[src/rtl/uart_rx_param.sv]
// uart_rx_param
// UART receiver with per-bit oversampling and 3-sample majority voting.
// Parity enable/type, stop-bit count and prescale are latched per frame at
// start detection. Each received word is presented through a one-deep
// valid/ready output register with per-word error flags. Overrun and break
// are reported as single-cycle pulses.
//
// Ports
//   CLK            system clock, rising edge
//   Reset          asynchronous active-low reset
//   S_Data         serial input, idle high, asynchronous to CLK
//   Parity_EN      1 = parity bit follows the data bits
//   Parity_type    0 = even, 1 = odd
//   Stop_bits      0 = one stop bit, 1 = two stop bits
//   Prescale       CLK cycles per bit (even, 6..2^PRESCALE_WIDTH-2)
//   Data_ready     consumer accepts the held word while Data_valid=1
//   P_Data         received word, LSB first on the line
//   Data_valid     P_Data and the error flags hold a word
//   Parity_error   parity mismatch in the held word
//   stop_error     a stop bit of the held word was sampled 0
//   overrun_error  one-cycle pulse: completed frame dropped (register full)
//   break_detect   one-cycle pulse: break frame recognised
//
// State table
//   state     | meaning
//   ST_IDLE   | line idle, waiting for a falling edge
//   ST_START  | inside start bit, glitch rejection at the vote point
//   ST_DATA   | shifting data bits in, LSB first
//   ST_PARITY | sampling and checking the parity bit
//   ST_STOP   | sampling one or two stop bits, frame completion
//   ST_BREAK  | break frame seen, waiting for the line to return high

module uart_rx_param #(
  parameter int DATA_WIDTH     = 8,
  parameter int PRESCALE_WIDTH = 6
) (
  input  logic                      CLK,
  input  logic                      Reset,
  input  logic                      S_Data,
  input  logic                      Parity_EN,
  input  logic                      Parity_type,
  input  logic                      Stop_bits,
  input  logic [PRESCALE_WIDTH-1:0] Prescale,
  input  logic                      Data_ready,
  output logic [DATA_WIDTH-1:0]     P_Data,
  output logic                      Data_valid,
  output logic                      Parity_error,
  output logic                      stop_error,
  output logic                      overrun_error,
  output logic                      break_detect
);

  typedef enum logic [2:0] {
    ST_IDLE   = 3'd0,
    ST_START  = 3'd1,
    ST_DATA   = 3'd2,
    ST_PARITY = 3'd3,
    ST_STOP   = 3'd4,
    ST_BREAK  = 3'd5
  } state_t;

  localparam logic [PRESCALE_WIDTH-1:0] ONE_P   = {{(PRESCALE_WIDTH-1){1'b0}}, 1'b1};
  localparam logic [3:0]                DW_LAST = 4'(DATA_WIDTH - 1);

  // synchroniser and frame state
  logic [1:0]                sync_q,       sync_d;
  state_t                    state_q,      state_d;
  logic [PRESCALE_WIDTH-1:0] cnt_q,        cnt_d;
  logic [PRESCALE_WIDTH-1:0] p_q,          p_d;
  logic [3:0]                bit_cnt_q,    bit_cnt_d;
  logic [DATA_WIDTH-1:0]     shift_q,      shift_d;
  logic [1:0]                samp_q,       samp_d;
  logic                      par_en_q,     par_en_d;
  logic                      par_type_q,   par_type_d;
  logic                      stop2_q,      stop2_d;
  logic                      stop_idx_q,   stop_idx_d;
  logic                      zero_q,       zero_d;
  logic                      par_err_q,    par_err_d;
  logic                      stop_err_q,   stop_err_d;

  // output register
  logic [DATA_WIDTH-1:0]     p_data_q,     p_data_d;
  logic                      valid_q,      valid_d;
  logic                      perr_q,       perr_d;
  logic                      serr_q,       serr_d;
  logic                      ovr_q,        ovr_d;
  logic                      brk_q,        brk_d;

  logic                      line;
  logic [PRESCALE_WIDTH-1:0] half;
  logic                      at_s0, at_s1, at_vote, at_end;
  logic                      vote;
  logic                      in_bit;

  assign line    = sync_q[1];
  assign half    = p_q >> 1;
  assign at_s0   = (cnt_q == half - ONE_P);
  assign at_s1   = (cnt_q == half);
  assign at_vote = (cnt_q == half + ONE_P);
  assign at_end  = (cnt_q == p_q - ONE_P);

  // The third sample is the live line value at the vote point, so the
  // decision is available on the same edge the last sample is taken.
  assign vote = (samp_q[0] & samp_q[1]) | (samp_q[0] & line) | (samp_q[1] & line);

  assign in_bit = (state_q == ST_START) || (state_q == ST_DATA) ||
                  (state_q == ST_PARITY) || (state_q == ST_STOP);

  always_comb begin
    sync_d     = {sync_q[0], S_Data};
    state_d    = state_q;
    cnt_d      = cnt_q;
    p_d        = p_q;
    bit_cnt_d  = bit_cnt_q;
    shift_d    = shift_q;
    samp_d     = samp_q;
    par_en_d   = par_en_q;
    par_type_d = par_type_q;
    stop2_d    = stop2_q;
    stop_idx_d = stop_idx_q;
    zero_d     = zero_q;
    par_err_d  = par_err_q;
    stop_err_d = stop_err_q;
    p_data_d   = p_data_q;
    valid_d    = valid_q;
    perr_d     = perr_q;
    serr_d     = serr_q;
    ovr_d      = 1'b0;
    brk_d      = 1'b0;

    // Registered handshake: an accepted word drops on the next edge unless
    // a new word overwrites it below.
    if (valid_q && Data_ready) begin
      valid_d = 1'b0;
    end

    if (in_bit) begin
      cnt_d = at_end ? '0 : cnt_q + ONE_P;
      if (at_s0) samp_d[0] = line;
      if (at_s1) samp_d[1] = line;
    end

    case (state_q)
      ST_IDLE: begin
        if (!line) begin
          state_d    = ST_START;
          cnt_d      = '0;
          bit_cnt_d  = '0;
          p_d        = Prescale;
          par_en_d   = Parity_EN;
          par_type_d = Parity_type;
          stop2_d    = Stop_bits;
          stop_idx_d = 1'b0;
          zero_d     = 1'b1;
          par_err_d  = 1'b0;
          stop_err_d = 1'b0;
        end
      end

      ST_START: begin
        if (at_vote && vote) begin
          state_d = ST_IDLE;
        end else if (at_end) begin
          state_d = ST_DATA;
        end
      end

      ST_DATA: begin
        if (at_vote) begin
          shift_d = {vote, shift_q[DATA_WIDTH-1:1]};
          zero_d  = zero_q & ~vote;
        end
        if (at_end) begin
          if (bit_cnt_q == DW_LAST) begin
            state_d = par_en_q ? ST_PARITY : ST_STOP;
          end else begin
            bit_cnt_d = bit_cnt_q + 4'd1;
          end
        end
      end

      ST_PARITY: begin
        if (at_vote) begin
          // XOR over data and parity bit must equal the parity type
          par_err_d = (^shift_q) ^ vote ^ par_type_q;
          zero_d    = zero_q & ~vote;
        end
        if (at_end) begin
          state_d = ST_STOP;
        end
      end

      ST_STOP: begin
        if (at_vote) begin
          if (!vote) stop_err_d = 1'b1;
          if (!stop_idx_q && zero_q && !vote) begin
            brk_d   = 1'b1;
            state_d = ST_BREAK;
          end else if (stop_idx_q || !stop2_q) begin
            // Complete at mid-stop so a back-to-back start edge is not missed.
            state_d = ST_IDLE;
            if (!valid_q || Data_ready) begin
              p_data_d = shift_q;
              perr_d   = par_err_q;
              serr_d   = stop_err_q | ~vote;
              valid_d  = 1'b1;
            end else begin
              ovr_d = 1'b1;
            end
          end
        end
        if (at_end) begin
          stop_idx_d = 1'b1;
        end
      end

      ST_BREAK: begin
        if (line) begin
          state_d = ST_IDLE;
        end
      end

      default: begin
        state_d = ST_IDLE;
      end
    endcase
  end

  always_ff @(posedge CLK or negedge Reset) begin
    if (!Reset) begin
      sync_q     <= 2'b11;
      state_q    <= ST_IDLE;
      cnt_q      <= '0;
      p_q        <= '0;
      bit_cnt_q  <= '0;
      shift_q    <= '0;
      samp_q     <= 2'b11;
      par_en_q   <= 1'b0;
      par_type_q <= 1'b0;
      stop2_q    <= 1'b0;
      stop_idx_q <= 1'b0;
      zero_q     <= 1'b0;
      par_err_q  <= 1'b0;
      stop_err_q <= 1'b0;
      p_data_q   <= '0;
      valid_q    <= 1'b0;
      perr_q     <= 1'b0;
      serr_q     <= 1'b0;
      ovr_q      <= 1'b0;
      brk_q      <= 1'b0;
    end else begin
      sync_q     <= sync_d;
      state_q    <= state_d;
      cnt_q      <= cnt_d;
      p_q        <= p_d;
      bit_cnt_q  <= bit_cnt_d;
      shift_q    <= shift_d;
      samp_q     <= samp_d;
      par_en_q   <= par_en_d;
      par_type_q <= par_type_d;
      stop2_q    <= stop2_d;
      stop_idx_q <= stop_idx_d;
      zero_q     <= zero_d;
      par_err_q  <= par_err_d;
      stop_err_q <= stop_err_d;
      p_data_q   <= p_data_d;
      valid_q    <= valid_d;
      perr_q     <= perr_d;
      serr_q     <= serr_d;
      ovr_q      <= ovr_d;
      brk_q      <= brk_d;
    end
  end

  assign P_Data        = p_data_q;
  assign Data_valid    = valid_q;
  assign Parity_error  = perr_q;
  assign stop_error    = serr_q;
  assign overrun_error = ovr_q;
  assign break_detect  = brk_q;

endmodule

[config.mk]
export PLATFORM = sky130hd
export DESIGN_NAME = uart_rx_param
export DESIGN_NICKNAME = d
export VERILOG_FILES = /design/src/rtl/uart_rx_param.sv
export SDC_FILE = /design/constraint.sdc
export NUM_CORES = 1
export LEC_CHECK = 0
export ABC_AREA = 1
export BUFFER_PORTS_ARGS = -buffer_cell sky130_fd_sc_hd__buf_2
export CAP_MARGIN = 40
export CORE_UTILIZATION = 37
export CTS_CLUSTER_DIAMETER = 50
export DETAILED_ROUTE_END_ITERATION = 16
export PLACE_DENSITY = 0.52
export SYNTH_ARGS = -nofsm -noshare
export SYNTH_HDL_FRONTEND = slang
export SYNTH_SLANG_ARGS = --single-unit
[constraint.sdc]
create_clock -name CLK -period 5.15 [get_ports CLK]
set_input_delay 0.515 -clock CLK [delete_from_list [all_inputs] [get_ports CLK]]
set_output_delay 0.515 -clock CLK [all_outputs]
set_load 0.01 [all_outputs]
==> impl_metrics.csv, run 1 <==
group,metric,value,unit
run_status,outcome,"complete, no violations",
finish,areaGrowthSynthToFinish,10.7,%
power,pwr-share-clk,15.4,%
global_routing,grt_pass1_vias,2243,
timing,finalCriticalPeriod,2130,ps
synth,syn_area_per_cell,7.75,sq um
clocking,clock_latency,310,ps
clocking,root_buffer,"clkbuf_8",
timing,fmaxAchievable,468,MHz
power,power.net_switching,742,uW
route,routedWlPerCell,12.2,um
critical_path,crit_top_cell,"nand2_1",
critical_path,cp_max_fo,16,
timing,finalCritPeriodShare,41.5,%
global_routing,track_usage,16.2,%
power,irDropWorstVdd,0.217,mV
power,power_density,502,nW/um^2
critical_path,crit_path_end_kind,"flop",
clocking,cts_setup_buffers,0,
critical_path,start_kind,"flop",
clocking,clock-sinks,51,
synth,yosysSeqAreaShare,44.2,%
route,ant_nets,0,
timing,final-setup-viol-count,0,
route,vias,2342,
power,p_sw_share,46.0,%
finish,final_area,3210,sq um
synth,synth_area_leader_cell,"dfrtp_1",
place,gp_congestion,0.828,
place,dp.cells,492,
global_routing,top_usage_layer,"met2",
hold_path,min_path_type,"in -> reg",
timing,rsz0062_at_grt,"false",
synth,ys_seq_elements,51,
clocking,cts_made_buffers,5,
power,pwr-share-seq,37.0,%
finish,final_util,43.3,%
power,pwr-share-comb,47.5,%
die,die_x,90.5,um
die,core_area,7410,sq um
route,first_iter_violations,127,
finish,drive_gt1_share,17.2,%
synth,yosys_warnings,0,
clocking,path_clk_slew,110,ps
route,route.final.wire_length,6.08,mm
global_routing,met1_usage,23.8,%
synth,synthCells,374,
critical_path,cp_cell_sequence,"inv_1 > ha_1 > inv_1 > nand2_1 > nand2_1 > nor2_1 > nand2_1 > nor2_4 > nand2_4 > nor3_2 > nand2_2 > nand2_1 > o21ai_2",
finish,final_cell_mix,"nand2_1 (111), dfrtp_1 (47), inv_1 (42)",
timing,worst_slew_pin_slew,647,ps
die,ios,26,
critical_path,required,5360,ps
route,viasPerCell,4.68,
synth,syn_nets,393,
die,rows,31,
global_routing,met3_usage,2.78,%
global_routing,grt_overflow,0,
timing,tns,0,ps
place,dp_hpwl,4.61,mm
timing,drv_slew,0,
route,firstDrtPassIters,4,
critical_path,crit_type,"reg -> reg",
critical_path,path_buf_inv,2,
clocking,cts_max_level,2,
critical_path,worstPathArrival,2340,ps
global_routing,grt_pass1_wl,10.6,mm
synth,synth_top_area_share,40.6,%
global_routing,antenna_found_initial,0,
clocking,postCtsHoldBufs,0,
power,leakage,0.00161,uW
clocking,cts_tree,"built",
finish,final_common_cell,"nand2_1",
place,placed_cell_area,3120,sq um
route,route.detailed.drc,0,
finish,layoutNonFillerInstCount,500,
synth,synth_area,2900,sq um
run,maxCapViolations,0,
place,numPortBuffers,25,
synth,synth.area.top_cells,"dfrtp_1 (41%), nand2_1 (14%), inv_1 (5.4%)",
die,die_area,8200,sq um
clocking,cts_buffer_depth,2,
finish,diodes,0,
critical_path,critPathMaxStageDelay,460,ps
finish,nets,419,
critical_path,cp_top_family,"simple AND/OR/NAND/NOR gates",
die,start_util,39.1,%
timing,fin_skew,10.6,ps
global_routing,use_met2,24.8,%
timing,hold_viol,0,
power,internal_power,871,uW
global_routing,grt_max_degree,52,
die,die_y,90.5,um
timing,whs,293,ps
critical_path,crit_path_top_delay_cell,"dfrtp_1",
timing,timing.slew.headroom,56.8,%
synth,ys_types,33,
clocking,postCtsResizedCells,0,
## sequential cells by signal, indices dropped and copies added, names as in the netlist, 2 cells and up
signal / flops
P_Data: 8
sync_q: 2
shift_q: 8
bit_cnt_q: 4
p_q: 6
samp_q: 2
state_q: 3
cnt_q: 6
## synth_stat cells
cell       number
inv_1          42
nand3_1        22
a211oi_1        1
inv_2           5
nor3_1          3
o21ai_1        10
o22ai_1         1
clkbuf_1        2
nand4_1         7
nor3b_1         2
xor2_1         10
buf_4           2
buf_6           1
nor2_1         30
ha_1            6
nor2_4          2
nor3_2          1
dfrtp_1        47
nand2b_1        1
o2111ai_1       1
nor2_2          4
buf_2           3
o21ai_2         7
nand2_2        10
o211ai_1        1
nand2_4         1
dfstp_2         4
xnor2_1        14
o21ai_0        14
a21oi_1         7
nand2_1       111
nand3b_1        1
clkinv_1        1
## layout make-up
| cell class | count | area, sq um |
|---|---|---|
| clock inverters | 3 | 26.3 |
| fillers | 776 | 4200 |
| clock buffers | 5 | 68.8 |
| repair buffers | 27 | 140 |
| inverters | 48 | 180 |
| flip-flops and latches | 51 | 1280 |
| multi-input cells | 267 | 1390 |
| well taps | 99 | 124 |
## stage by stage
step                setup WS (ps)  power, uW
floorplan                    3270       1200
global placement             3090       1370
detailed placement           3020       1380
CTS                          3000       1630
global route                 2780       1780
finish                       3020       1610
## kinds of logic after synthesis
group	share of synthesized area (%)
XOR/XNOR	7.25
buffers and inverters	7.89
AND/OR/NAND/NOR	29.6
flip-flops	44.2
AO/OA/AOI/OAI	8.50
adder cells (fa/ha/maj)	2.59
## layer usage
metal / share of wire, % / up-vias / routed length, um
li1: - / 1231 / -
met1: 53 / 1071 / 3200
met2: 43 / 35 / 2640
met3: 3.1 / 5 / 188
met5: 0 / - / 0
met4: 0.84 / 0 / 51
## final timing paths
check,startpoint,slack (ps),end,cells after the start
worst max register to register,p_q[2],3020,P_Data[4],13
min in group asynchronous,Reset,300,shift_q[3],2
max in group asynchronous,Reset,4410,par_en_q,2
worst min register to register,sync_q[0],370,sync_q[1],0
worst max-delay path,p_q[2],3020,P_Data[4],13
worst min-delay path,S_Data,290,sync_q[0],1
## power by group through the flow
| stage | Clock [uW] | Sequential [uW] | Combinational, uW |
|---|---|---|---|
| final | 249 | 597 | 767 |
| after floorplan | 0 | 573 | 627 |
| after global placement | 0 | 603 | 765 |
| after detailed placement | 0 | 605 | 770 |
| after CTS | 258 | 598 | 774 |
| after global routing | 274 | 615 | 888 |
No activity file was read; power rests on OpenSTA's default activity.
==> inputs of run 2 (changes only) <==
Clock period 5.15 ns to 2 ns, I/O delays scaled along.
==> impl_metrics.csv, run 2 (synthesis results as in run 1) <==
group,metric,value,unit
run_status,outcome,"complete, no violations",
global_routing,top_usage_layer,"met2",
critical_path,crit_path_end_kind,"flop",
timing,drv_slew,0,
timing,finalCritPeriodShare,94.1,%
power,irDropWorstVdd,0.450,mV
clocking,cts_buffer_depth,2,
route,route.final.wire_length,6.39,mm
critical_path,worstPathArrival,2140,ps
timing,fmaxAchievable,531,MHz
finish,nets,434,
critical_path,crit_path_top_delay_cell,"dfrtp_1",
clocking,clock_latency,320,ps
global_routing,track_usage,16.9,%
timing,fin_skew,11.9,ps
finish,seq_area,1280,sq um
global_routing,met3_usage,2.86,%
route,viasPerCell,4.68,
global_routing,grt_pass1_wl,11.0,mm
timing,final-setup-viol-count,0,
clocking,cts_made_buffers,5,
die,die_x,90.5,um
critical_path,crit_type,"reg -> reg",
critical_path,required,2260,ps
power,pwr-share-seq,33.2,%
critical_path,start_kind,"flop",
global_routing,grt_overflow,0,
route,firstDrtPassIters,4,
route,vias,2411,
global_routing,grt_max_degree,24,
clocking,root_buffer,"clkbuf_8",
power,p_sw_share,45.9,%
global_routing,grt_pass1_vias,2313,
power,internal_power,2490,uW
run,maxCapViolations,0,
global_routing,met1_usage,24.6,%
finish,fillers,776,
power,power_density,1330,nW/um^2
route,route.detailed.drc,0,
place,numPortBuffers,25,
place,dp_hpwl,4.86,mm
finish,diodes,0,
global_routing,antenna_found_initial,0,
timing,tns,0,ps
die,ios,26,
critical_path,cp_cell_sequence,"inv_2 > buf_6 > ha_1 > xnor2_1 > a21oi_1 > nand3_1 > nor2_1 > nand2_2 > inv_4 > nand2_4 > nand2_2 > nand2_1 > nand2_1",
die,rows,31,
clocking,cts_max_level,2,
timing,whs,83.0,ps
finish,final_cell_mix,"nand2_1 (97), dfrtp_1 (46), inv_1 (37)",
critical_path,critPathMaxStageDelay,380,ps
finish,final_common_cell,"nand2_1",
route,ant_nets,0,
timing,hold_viol,0,
finish,areaGrowthSynthToFinish,19.4,%
die,die_y,90.5,um
finish,multiInputGateArea,1500,sq um
timing,finalCriticalPeriod,1880,ps
finish,drive_gt1_share,26.2,%
global_routing,use_met2,25.4,%
clocking,clock-sinks,51,
clocking,path_clk_slew,100,ps
place,gp_congestion,0.881,
timing,timing.slew.headroom,65.5,%
power,pwr-share-comb,52.8,%
power,pwr-share-clk,14.0,%
die,core_area,7410,sq um
critical_path,cp_max_fo,5,
power,leakage,0.00170,uW
die,start_util,39.1,%
route,routedWlPerCell,12.4,um
timing,worst_slew_pin_slew,518,ps
die,die_area,8200,sq um
hold_path,min_path_type,"in -> reg",
route,first_iter_violations,109,
power,power.net_switching,2110,uW
clocking,cts_tree,"built",
-- run 2: changes by cell type in the layout (fill, tap and decap cells not counted), sizes merged --
cell / delta
dlygate4sd3: +2
buf: +13
-- run 2: critical path: cells and delay by family, from the launching register on --
kind	cells	cell delay, ps
simple gates	7	590
fa+ha+maj	1	280
buf+inv	3	290
flops	1	380
xor+xnor	1	120
compound gates	1	160
-- run 2: path summary, 6_finish.rpt --
check	start	endpoint	slack (ps)	cells past startpoint
min in group asynchronous	Reset	shift_q[5]	370	2
max reg2reg	p_q[1]	bit_cnt_q[2]	120	13
min reg2reg	sync_q[0]	sync_q[1]	360	0
max in group asynchronous	Reset	sync_q[1]	910	3
max	p_q[1]	bit_cnt_q[2]	120	13
min	Parity_EN	par_en_q	80	3
-- run 2: power groups by stage --
stage	Sequential [uW]	Combinational, uW	Clock, uW
2_1_floorplan	1480	1620	0
3_3_place_gp	1530	2110	0
3_5_place_dp	1530	2130	0
4_1_cts	1510	2140	679
5_1_grt	1570	2740	703
6_report	1530	2430	644
-- run 2: per-layer routing --
metal / share of wire (%) / routed length (um)
met4: 1.4 / 90
met1: 53 / 3420
met5: 0 / 0
met3: 2.8 / 181
met2: 42 / 2710
-- run 2: repair_timing --
action,4_1_cts,5_1_grt
setup endpoints to repair,3,28
hold endpoints to repair,20,0
hold buffers,2,0
setup buffers,0,4
resized for setup,2,35
pin swaps,0,14
-- run 2: area by class of cell --
| class | instances | area share (%) |
|---|---|---|
| multi-input combinational | 267 | 43.2 |
| sequential | 51 | 37.0 |
| timing repair buffer | 42 | 8.13 |
| inverter | 48 | 5.27 |
| tap | 99 | 3.58 |
| clock buffer | 5 | 1.99 |
| clock inverter | 3 | 0.759 |
-- run 2: per-stage QoR --
| stage | worst slack [ps] | total power (uW) | util, % | area (sq um) | cells |
|---|---|---|---|---|---|
| 6_report | 117 | 4600 | 46.7 | 3460 | 515 |
| 3_5_place_dp | 5.56 | 3660 | 43.1 | 3200 | 501 |
| 4_1_cts | 19.7 | 4330 | 44.7 | 3310 | 511 |
| 2_1_floorplan | 122 | 3090 | - | 2900 | 374 |
| 5_1_grt | -15.8 | 5010 | 46.7 | 3460 | 515 |
| 3_3_place_gp | 11.2 | 3640 | 43.1 | 3200 | 501 |
==> inputs of run 3 (changes only) <==
Settings changed: REMOVE_ABC_BUFFERS set to 1.
==> impl_metrics.csv, run 3 (synthesis results as in run 1) <==
group,metric,value,unit
route,firstDrtPassIters,5,
finish,areaGrowthSynthToFinish,18.1,%
die,die_x,90.5,um
critical_path,critPathMaxStageDelay,390,ps
global_routing,grt_pass1_wl,10.7,mm
timing,rsz0062_at_grt,"true",
die,core_area,7410,sq um
timing,timing.slew.headroom,55.0,%
route,routedWlPerCell,12.4,um
finish,fillers,763,
clocking,clock-sinks,51,
place,placed_cell_area,3160,sq um
critical_path,cp_top_family,"simple AND/OR/NAND/NOR gates",
clocking,cts_tree,"built",
finish,diodes,0,
place,gp_congestion,0.865,
critical_path,crit_top_cell,"nand2_1",
power,power_density,1350,nW/um^2
place,numPortBuffers,25,
global_routing,grt_pass1_vias,2187,
critical_path,cp_cell_sequence,"inv_2 > ha_4 > inv_2 > nand2_1 > nand2_1 > nor2_1 > nand2_1 > nor2_4 > nand2_4 > nor3_4 > nand2_4 > nand2_1 > o21ai_2",
timing,fin_skew,17.2,ps
place,dp_hpwl,4.59,mm
die,die_y,90.5,um
route,route.final.wire_length,6.35,mm
route,vias,2417,
global_routing,grt_overflow,0,
die,start_util,39.1,%
finish,final_cell_mix,"nand2_1 (96), dfrtp_1 (46), inv_1 (39)",
clocking,cts_max_level,2,
timing,tns,0,ps
global_routing,antenna_found_initial,0,
timing,worst_slew_pin_slew,674,ps
critical_path,crit_type,"reg -> reg",
route,first_iter_violations,110,
clocking,cts_made_buffers,5,
run,maxCapViolations,0,
finish,nets,429,
clocking,cts_buffer_depth,2,
die,die_area,8200,sq um
timing,finalCriticalPeriod,1890,ps
route,route.detailed.drc,0,
global_routing,grt_max_degree,52,
power,irDropWorstVdd,0.498,mV
clocking,root_buffer,"clkbuf_8",
timing,final-setup-viol-count,0,
clocking,path_clk_slew,110,ps
critical_path,start_kind,"flop",
critical_path,required,2210,ps
global_routing,track_usage,16.4,%
timing,whs,-12.3,ps
route,ant_nets,0,
timing,fmaxAchievable,528,MHz
finish,drive_gt1_share,25.3,%
power,finalPower,4610,uW
critical_path,crit_path_end_kind,"flop",
clocking,clock_latency,320,ps
run_status,failed_checks,"negative hold slack",
finish,final_common_cell,"nand2_1",
critical_path,worstPathArrival,2110,ps
route,viasPerCell,4.74,
timing,hold_viol,4,
critical_path,crit_path_top_delay_cell,"dfrtp_1",
die,rows,31,
run_status,outcome,"finished with violations",
timing,drv_slew,0,
finish,final_area,3420,sq um
critical_path,path_buf_inv,2,
timing,finalCritPeriodShare,94.7,%
die,ios,26,
power,leakage,0.00166,uW
hold_path,min_path_type,"in -> async",
critical_path,cp_max_fo,8,
run 3: cell types whose count changed in the layout (fill, tap and decap cells not counted), sizes merged:
cell         previous run  this run
buf                    40        35
bufinv                  0         1
clkinv                  2         1
clkinvlp                0         1
dlygate4sd3             2         1
inv                    49        48
nand2                 122       123
run 3: final cells by class:
class	count	area, sq um	area share, %
clock buffer	5	68.8	2.01
inverter	48	180	5.26
multi-input combinational	268	1510	44.0
clock inverter	3	46.3	1.35
tap	99	124	3.62
timing repair buffer	36	218	6.36
sequential	51	1280	37.4
run 3: final timing paths:
kind	to	cells past startpoint	slack, ps	start
max in group asynchronous	p_q[0]	2	1550	Reset
setup / recovery	P_Data[6]	13	110	p_q[1]
min in group CLK	par_en_q	3	80	Parity_EN
hold reg to reg	sync_q[1]	0	370	sync_q[0]
hold / removal	cnt_q[1]	2	-10	Reset
setup reg to reg	P_Data[6]	13	110	p_q[1]
run 3: per-stage QoR:
| stage | instances | setup WS [ps] | hold slack, ps | utilization, % |
|---|---|---|---|---|
| 2_1_floorplan | 366 | -108 | -95.6 | - |
| 3_3_place_gp | 498 | -4.04 | 305 | 42.7 |
| 3_5_place_dp | 498 | 16.1 | 306 | 42.7 |
| 4_1_cts | 507 | 10.2 | 18.9 | 44.4 |
| 5_1_grt | 510 | -44.1 | 57.6 | 46.2 |
| 6_report | 510 | 105 | -12.3 | 46.2 |
run 3: power by group:
group,total [uW],internal (uW),switching (uW)
logic,2320,897,1420
clock network,753,377,375
registers,1540,1270,268
total,4610,2550,2060
run 3: worst reg2reg max path: cells and delay by family, from the launching register on:
kind                       cells  cell delay [ps]
adders and majority gates      1              260
AOI/OAI and AO/OA              1               50
DFF                            1              390
buffers and inverters          2               90
and+or+nand+nor                9             1000
run 3: per-layer routing:
metal | share of wire (%) | track usage, % | wire, um | vias to the layer above
li1 | - | - | - | 1248
met1 | 53 | 24.1 | 3350 | 1131
met2 | 43 | 24.1 | 2730 | 30
met3 | 2.8 | 3.28 | 179 | 8
met4 | 1.4 | 4.57 | 86 | 0
met5 | 0 | 0 | 0 | -
run 3: timing repair:
item,in CTS,in global routing
buffers inserted,0,2
endpoints found under the setup margin,4,23
pin swaps,0,5
hold endpoints to repair,1,0
resized for setup,1,33
hold buffers,1,0
cloned,0,1
